===== config.mk =====
export PLATFORM = sky130hd
export DESIGN_NAME = inst_fetch_unit
export DESIGN_NICKNAME = d
export VERILOG_FILES = /design/src/rtl/inst_fetch_unit.sv
export SDC_FILE = /design/constraint.sdc
export NUM_CORES = 1
export LEC_CHECK = 0
export CAP_MARGIN = 5
export CORE_MARGIN = 1.5
export CORE_UTILIZATION = 35
export DETAILED_ROUTE_END_ITERATION = 6
export PLACE_DENSITY = 0.71
export SLEW_MARGIN = 40
export SYNTH_ARGS = -nofsm -noshare
export SYNTH_HDL_FRONTEND = slang
export SYNTH_SLANG_ARGS = --single-unit

===== constraint.sdc =====
create_clock -name clk -period 2.5 [get_ports clk]
set_clock_uncertainty 0.05 [all_clocks]
set_input_delay 0.5 -clock clk [delete_from_list [all_inputs] [get_ports clk]]
set_output_delay 0.5 -clock clk [all_outputs]
set_load 0.05 [all_outputs]

===== src/rtl/inst_fetch_unit.sv =====
// Instruction fetch front end: PC, req/ack fetch FSM (IDLE/REQ/DROP) and an instruction FIFO.
// Defining IFU_MISALIGN_TRAP_EN enables the misaligned-redirect trap (misalign output).
module inst_fetch_unit #(
  parameter logic [31:0] RESET_PC   = 32'h0000_0000,
  parameter int          FIFO_DEPTH = 2
) (
  input  logic        clk,
  input  logic        rst_n,
  output logic        imem_req,
  output logic [31:0] imem_addr,
  input  logic        imem_ack,
  input  logic [31:0] imem_rdata,
  input  logic        stall,
  input  logic        redirect,
  input  logic [31:0] redirect_pc,
  output logic [31:0] Inst,
  output logic [31:0] pc_out,
  output logic        inst_valid,
  output logic        misalign,
  output logic [1:0]  dbg_state
);
  // Handshake: imem_req/imem_addr are held until a cycle with imem_ack high; the
  // transfer completes on that rising edge. Consumer pops the head on inst_valid && !stall.
  localparam int PTR_W = (FIFO_DEPTH > 1) ? $clog2(FIFO_DEPTH) : 1;
  localparam int CNT_W = PTR_W + 1;
  localparam logic [CNT_W-1:0] DEPTH_C = CNT_W'(FIFO_DEPTH);

  typedef enum logic [1:0] {
    S_IDLE = 2'd0,
    S_REQ  = 2'd1,
    S_DROP = 2'd2
  } state_e;

  state_e           state_q, state_d;
  logic             req_q, req_d;
  logic [31:0]      addr_q, addr_d;
  logic [31:0]      fetch_pc_q, fetch_pc_d;
  logic [PTR_W-1:0] wr_ptr_q, wr_ptr_d;
  logic [PTR_W-1:0] rd_ptr_q, rd_ptr_d;
  logic [CNT_W-1:0] count_q, count_d;
  logic [31:0]      inst_mem_q [FIFO_DEPTH];
  logic [31:0]      inst_mem_d [FIFO_DEPTH];
  logic [31:0]      pc_mem_q   [FIFO_DEPTH];
  logic [31:0]      pc_mem_d   [FIFO_DEPTH];

  logic             acked, push, pop;
  logic [31:0]      tgt_pc;
  logic             trap_hold;

`ifdef IFU_MISALIGN_TRAP_EN
  logic misalign_q, misalign_d;

  assign tgt_pc     = redirect_pc;
  assign trap_hold  = misalign_q;
  assign misalign_d = redirect ? (|redirect_pc[1:0]) : misalign_q;
  assign misalign   = misalign_q;

  always_ff @(posedge clk or negedge rst_n) begin
    if (!rst_n) misalign_q <= 1'b0;
    else        misalign_q <= misalign_d;
  end
`else
  logic unused_redirect_lsb;

  assign unused_redirect_lsb = ^redirect_pc[1:0];
  assign tgt_pc    = {redirect_pc[31:2], 2'b00};
  assign trap_hold = 1'b0;
  assign misalign  = 1'b0;
`endif

  assign inst_valid = (count_q != '0);
  assign Inst       = inst_mem_q[rd_ptr_q];
  assign pc_out     = pc_mem_q[rd_ptr_q];
  assign imem_req   = req_q;
  assign imem_addr  = addr_q;
  assign dbg_state  = state_q;

  always_comb begin
    state_d    = state_q;
    req_d      = req_q;
    addr_d     = addr_q;
    fetch_pc_d = fetch_pc_q;
    wr_ptr_d   = wr_ptr_q;
    rd_ptr_d   = rd_ptr_q;
    inst_mem_d = inst_mem_q;
    pc_mem_d   = pc_mem_q;

    acked = req_q && imem_ack;
    pop   = inst_valid && !stall;
    push  = (state_q == S_REQ) && acked && !redirect;

    if (push) begin
      inst_mem_d[wr_ptr_q] = imem_rdata;
      pc_mem_d[wr_ptr_q]   = addr_q;
      wr_ptr_d             = wr_ptr_q + PTR_W'(1);
    end
    if (pop) rd_ptr_d = rd_ptr_q + PTR_W'(1);
    count_d = count_q + CNT_W'(push) - CNT_W'(pop);

    if (redirect) begin
      // Flush wins over any same-cycle push/pop; an unacked fetch must still complete.
      wr_ptr_d   = '0;
      rd_ptr_d   = '0;
      count_d    = '0;
      fetch_pc_d = tgt_pc;
      if (req_q && !imem_ack) begin
        state_d = S_DROP;
      end else begin
        state_d = S_IDLE;
        req_d   = 1'b0;
      end
    end else begin
      case (state_q)
        S_IDLE: begin
          if (!trap_hold && (count_d < DEPTH_C)) begin
            state_d = S_REQ;
            req_d   = 1'b1;
            addr_d  = fetch_pc_q;
          end
        end
        S_REQ: begin
          if (acked) begin
            fetch_pc_d = fetch_pc_q + 32'd4;
            // count_d already holds this push, so it also reserves the next fetch slot.
            if (count_d < DEPTH_C) begin
              state_d = S_REQ;
              req_d   = 1'b1;
              addr_d  = fetch_pc_q + 32'd4;
            end else begin
              state_d = S_IDLE;
              req_d   = 1'b0;
            end
          end
        end
        S_DROP: begin
          if (acked) begin
            if (trap_hold) begin
              state_d = S_IDLE;
              req_d   = 1'b0;
            end else begin
              state_d = S_REQ;
              req_d   = 1'b1;
              addr_d  = fetch_pc_q;
            end
          end
        end
        default: begin
          state_d = S_IDLE;
          req_d   = 1'b0;
        end
      endcase
    end
  end

  always_ff @(posedge clk or negedge rst_n) begin
    if (!rst_n) begin
      state_q    <= S_IDLE;
      req_q      <= 1'b0;
      addr_q     <= RESET_PC;
      fetch_pc_q <= RESET_PC;
      wr_ptr_q   <= '0;
      rd_ptr_q   <= '0;
      count_q    <= '0;
      for (int i = 0; i < FIFO_DEPTH; i++) begin
        inst_mem_q[i] <= '0;
        pc_mem_q[i]   <= RESET_PC;
      end
    end else begin
      state_q    <= state_d;
      req_q      <= req_d;
      addr_q     <= addr_d;
      fetch_pc_q <= fetch_pc_d;
      wr_ptr_q   <= wr_ptr_d;
      rd_ptr_q   <= rd_ptr_d;
      count_q    <= count_d;
      inst_mem_q <= inst_mem_d;
      pc_mem_q   <= pc_mem_d;
    end
  end

endmodule

* Yosys cells after proc, flatten, opt, wreduce, memory -nomap -nowiden
Cells that the tools add are included.
** Storage, ports and cells
- Input port bits :: 69
- Logic and storage cells :: 90
- Register bits :: 199
** Cells by class
- Bitwise gates (word level) :: 3
- Reductions and logical operators :: 20
- Magnitude comparators :: 4
- Muxes and demuxes :: 37
- Add/subtract/negate cells :: 5
- Equality and inequality tests :: 10
** Operator list (number)
- $mux W32 :: 14
- $bwmux W64 :: 2
- $pmux W32 S3 :: 1
- $add A32 B3 Y32 const B :: 1
- $demux W32 S1 :: 1
- $mux W2 :: 6
- $mux W1 :: 11
- $reduce_bool A2 Y1 :: 5
- $ne A3 B3 Y1 const B :: 3
- $ne A2 B2 Y1 const B :: 4
- $logic_and A1 B1 Y1 :: 6
- $pmux W2 S3 :: 1
- $reduce_and A6 Y1 :: 1
- $ge A2 B2 Y1 const B :: 2
- $not A1 Y2 :: 2
- $reduce_and A4 Y1 :: 1
- $logic_not A1 Y1 :: 3
- $pmux W1 S3 :: 1
- $reduce_and A3 Y1 :: 1
- $reduce_bool A3 Y1 :: 1
- $add A1 B1 Y1 const B :: 2
- $add A2 B1 Y2 :: 1
- $eq A2 B1 Y1 const B :: 1
- $eq A2 B2 Y1 const B :: 1
- 7 further kinds :: 7

* Logic depth before layout (Yosys ltp)
- Depth after elaboration :: 10
- Gate-level depth with buffers :: 13
- Mapped depth without buffers :: 11

* Worst setup path before layout
Ideal clock, no wire load.
- Path type :: reg-to-reg
- Start point :: register state_q[1] (netlist: dbg_state[1])
- End point :: register addr_q[3] (netlist: imem_addr[3])
- Setup slack :: -0.437 ns
- Arrival time :: 2.805 ns
- Required time :: 2.368 ns
- Period minus slack after synthesis :: 2.937 ns
- Stages on the path, launching flop included :: 14
- Setup time :: 0.082 ns
- Path through :: dfrtp_1 > nand2b_1 > buf_2 > nor2_1 > nand2_1 > ha_1 > inv_1 > ha_1 > xnor2_1 > xnor2_1 > o32ai_1 > clkbuf_1 > nor2_1 > a31oi_1
** Between the ends
- Cells in the longest elaborated chain, start to end :: 8
- Elaborated cells between the ends (all ways) :: 15
- Classes of those cells :: add/sub (2); order compare (1); eq/ne (6); mux (1); reduce/logical (5)
** Ends and longest elaborated chain
- start, declared :: line 34 : state_e state_q, state_d;
- start signal, assigned :: line 169 : state_q <= state_d;
- $eq A2 B1 Y1 :: line 90, 113
- $logic_and A1 B1 Y1 (2 in series) :: line 90 : push = (state_q == S_REQ) && acked && !redirect;
- $add A2 B1 Y2 :: line 98 : count_d = count_q + CNT_W'(push) - CNT_W'(pop);
- $sub A2 B1 Y2 :: line 98
- $lt A2 B2 Y1 :: line 115, 125
- $ne A2 B2 Y1 (no source line) or $ne A2 B1 Y1 (tied branches)
- $reduce_and A6 Y1 (no source line)
- end signal, assigned :: line 171 : addr_q <= addr_d;
- end, declared :: line 36 : logic [31:0] addr_q, addr_d;
Several ways; a longest one is shown, not always the timed one.
A chain may end at the register's enable or synchronous reset.

* Final worst setup path
- Start point :: register count_q[0]
- End point :: register addr_q[13] (netlist: imem_addr[13])
** Between the ends
- Cells in the longest elaborated chain, start to end :: 6
- Elaborated cells between the ends (all ways) :: 8
- Classes of those cells :: add/sub (2); order compare (1); eq/ne (2); reduce/logical (3)
** Ends and longest elaborated chain
- start, declared :: line 40 : logic [CNT_W-1:0] count_q, count_d;
- start signal, assigned :: line 175 : count_q <= count_d;
- branches (longest 2 deep; another with $add A2 B1 Y2)
- $sub A2 B1 Y2 (*) :: line 98
- $lt A2 B2 Y1 (*) :: line 115, 125
- $ne A2 B2 Y1 (no source line) or $ne A2 B1 Y1 (tied branches)
- $reduce_and A6 Y1 (no source line) (*)
Mark *: on every way between the ends.

==> impl_metrics.csv <==
group,metric,value,unit
synthesis,synth_area,8955,µm²
pwr,power_density,1317,nW/µm²
worst_setup_path,reg2reg_slack,0.05,ns
cts,htreeDepth,4,
global_route,antenna_found_initial,0,
sta,setup_violations,0,
sta,fmax,0.4084,GHz
worst_setup_path,cp_max_fo,15,
worst_setup_path,endpoint_kind,"register",
cts,clock_sinks,191,
layout,fin_nets,987,
global_route,grt_overflow,0,
synthesis,yosysTopAreaCell,"dfrtp_1",
placement,gp_congestion,0.9154,
worst_setup_path,cp-start-kind,"register",
floorplanning,dieArea,26550,µm²
routing,num_vias,6161,
floorplanning,core_area,25110,µm²
routing,wl_per_cell,16.66,µm
worst_setup_path,critical_path_class,"register to register",
synthesis,synth_area_leaders,"dfrtp_1 53%, mux2_2 23%, xor2_1 4.2%, nand2_1 2.1%, nor2_1 2.0%",
routing,drt_first_iter_violations,343,
global_route,grtUsageTotal,16.16,%
floorplanning,die_x,163.0,µm
job,max-cap-violations,0,
worst_setup_path,required,2.74,ns
floorplanning,rows,58,
synthesis,yosys.area.top_type_share,53.37,%
global_route,grt_pass1_vias,6103,
placement,port_buffers,162,
global_route,grt_max_degree,69,
floorplanning,die_y,163.0,µm
worst_setup_path,reg2reg_depth,11,
cts,root_buffer,"clkbuf_16",
cts,clock_latency,0.42,ns
sta,relSlewSlack,59.46,%
worst_setup_path,rr_endpoint,"imem_addr[13]",
worst_setup_path,rr_startpoint,"count_q[0]",
cts,ctsLongestPathBuffers,2,
layout,final_layout_size_suffix_gt1_share,37.65,%
synthesis,yosysWarningCount,0,
synthesis,synthArstFlopShare,100.0,%
synthesis,synth_cell_types,41,
routing,drc_errors,0,
synthesis,yosysSeqAreaShare,53.37,%
cts,ctsHoldBuffers,0,
cts,cts_tree,"yes",
synthesis,synth_common_cells,"191 x dfrtp_1, 186 x mux2_2, 50 x nand2_1",
synthesis,avgSynthCellArea,12.15,µm²
placement,place_ws,-0.4395,ns
synthesis,ys_ff_latch,191,
synthesis,synthCells,737,
min_path,hold_class,"input pin to async pin",
routing,ant_nets,0,
cts,cts_buffers,17,
synthesis,yosysMostFrequentCell,"dfrtp_1",
synthesis,synth_edf_count,0,
sta,drv_slew,0,
sta,worst_pin_slew,0.6034,ns
worst_setup_path,critPathLaunch,"count_q[0]",
pwr,ir_worst_vdd,707.1,µV
sta,fin_crit_sh,97.94,%
layout,antenna_cells,0,
sta,fin_crit,2.449,ns
synthesis,synth_flop_cell,"dfrtp_1",
sta,finalWorstSetupSlack,0.05147,ns
sta,rsz0062_at_grt,"true",
routing,routed_wl,20940,µm
floorplanning,ios,170,
routing,routed_via_density,4.901,
floorplanning,start_util,35.66,%
layout,utilization,47.10,%
worst_setup_path,arrival,2.69,ns
pwr,p_leak,5.165,nW
status,status,"completed",
sta,final_hold_viol_count,0,
cts,path_clk_slew,0.07,ns
layout,areaGrowthSynthToFinish,32.08,%
global_route,grt_pass1_wl,33590,µm
placement,hpwl,14950,µm
routing,drtPass1Iterations,5,
[cell type report]
| cell class | count | area [µm²] |
|---|---|---|
| Tap cell | 330 | 412.9 |
| Sequential cell | 191 | 4785 |
| Clock buffer | 19 | 442.9 |
| Clock inverter | 12 | 183.9 |
| Fill cell | 2344 | 13280 |
| Timing Repair Buffer | 203 | 1926 |
| Multi-Input combinational cell | 498 | 4063 |
| Inverter | 4 | 15.01 |
[what timing repair did]
item	CTS	global route
setup buffers	2	0
gates resized for setup	5	3
setup endpoints to repair	30	31
pin swaps	1	2
gates cloned	1	1
[worst max-delay path by stage]
stage / end / cells past startpoint
floorplan: dbg_state[0] / 12
global placement: imem_addr[2] / 13
detailed placement: imem_addr[22] / 13
CTS: imem_addr[26] / 13
global route: imem_addr[13] / 11
finish: imem_addr[13] / 11
[flip-flops by register name, summed over array words and instances, names as in the netlist]
| signal | flops |
|---|---|
| fetch_pc_q | 30 |
| imem_req | 1 |
| inst_mem_q | 64 |
| count_q | 2 |
| dbg_state | 2 |
| imem_addr | 30 |
| rd_ptr_q | 1 |
| pc_mem_q | 60 |
| wr_ptr_q | 1 |
[metrics by stage]
step | hold slack [ns] | area, µm² | cells | TNS, ns | power, mW
final | 0.01149 | 11830 | 1257 | 0 | 15.58
after global routing | 0.03605 | 11830 | 1257 | -0.7832 | 16.33
after CTS | 0.02411 | 11790 | 1256 | 0 | 15.69
after detailed placement | 0.4402 | 11100 | 1223 | -13.56 | 12.64
after global placement | 0.4335 | 11100 | 1223 | -12.16 | 12.54
after floorplan | 0.1544 | 9060 | 741 | -0.4040 | 10.10
[logic make-up (layout without fill, tap and decap cells)]
kind of cell | after synthesis | count (layout) | share of synthesized area (%)
xor gates and xnor gates | 59 | 59 | 5.771
AOI/OAI and AO/OA | 69 | 69 | 4.178
other | 1 | 5 | 0.04188
adders and majority gates | 3 | 3 | 0.4192
and+or+nand+nor | 175 | 175 | 10.03
buffers and inverters | 52 | 238 | 2.682
DFF | 191 | 191 | 53.37
muxes | 187 | 187 | 23.50
[worst max-delay path, cell delays in order, from the launching register on]
cell and delay [ns]:
dfrtp_1 0.39, or2_4 0.28, nor2b_4 0.16, ha_4 0.26, inv_2 0.04, ha_4 0.15, xnor2_2 0.14, xnor2_2 0.16
o32ai_4 0.30, buf_12 0.18, buf_16 0.13, a21oi_1 0.07
[routing by layer]
layer	track usage (%)	up-vias	wire length [µm]
met1	22.63	3056	9942
met3	3.234	14	1066
met2	25.69	181	9709
li1	-	2910	-
met5	0	-	0
met4	3.878	0	218
[where the power goes]
| part | internal, mW | total, mW | switching (mW) |
|---|---|---|---|
| Sequential | 4.06 | 4.82 | 0.756 |
| Clock | 1.71 | 2.90 | 1.19 |
| Combinational | 2.96 | 7.86 | 4.90 |
| Total | 8.73 | 15.6 | 6.84 |
[cells in the final DEF (no fill, tap or decap), types with 3 or more instances in the layout]
cell,count
a21oi_1,29
and3_1,4
buf_12,9
buf_4,92
bufinv_16,4
clkbuf_16,18
clkdlybuf4s50_1,97
conb_1,5
dfrtp_1,187
dfrtp_2,4
inv_1,3
inv_6,3
mux2_2,186
nand2_1,48
nand3_1,23
nand4_1,17
nor2_1,46
nor2_4,3
nor2b_1,4
nor3_1,7
o21ai_0,31
xnor2_1,14
xor2_1,43
(Power assumes the default switching activity.)
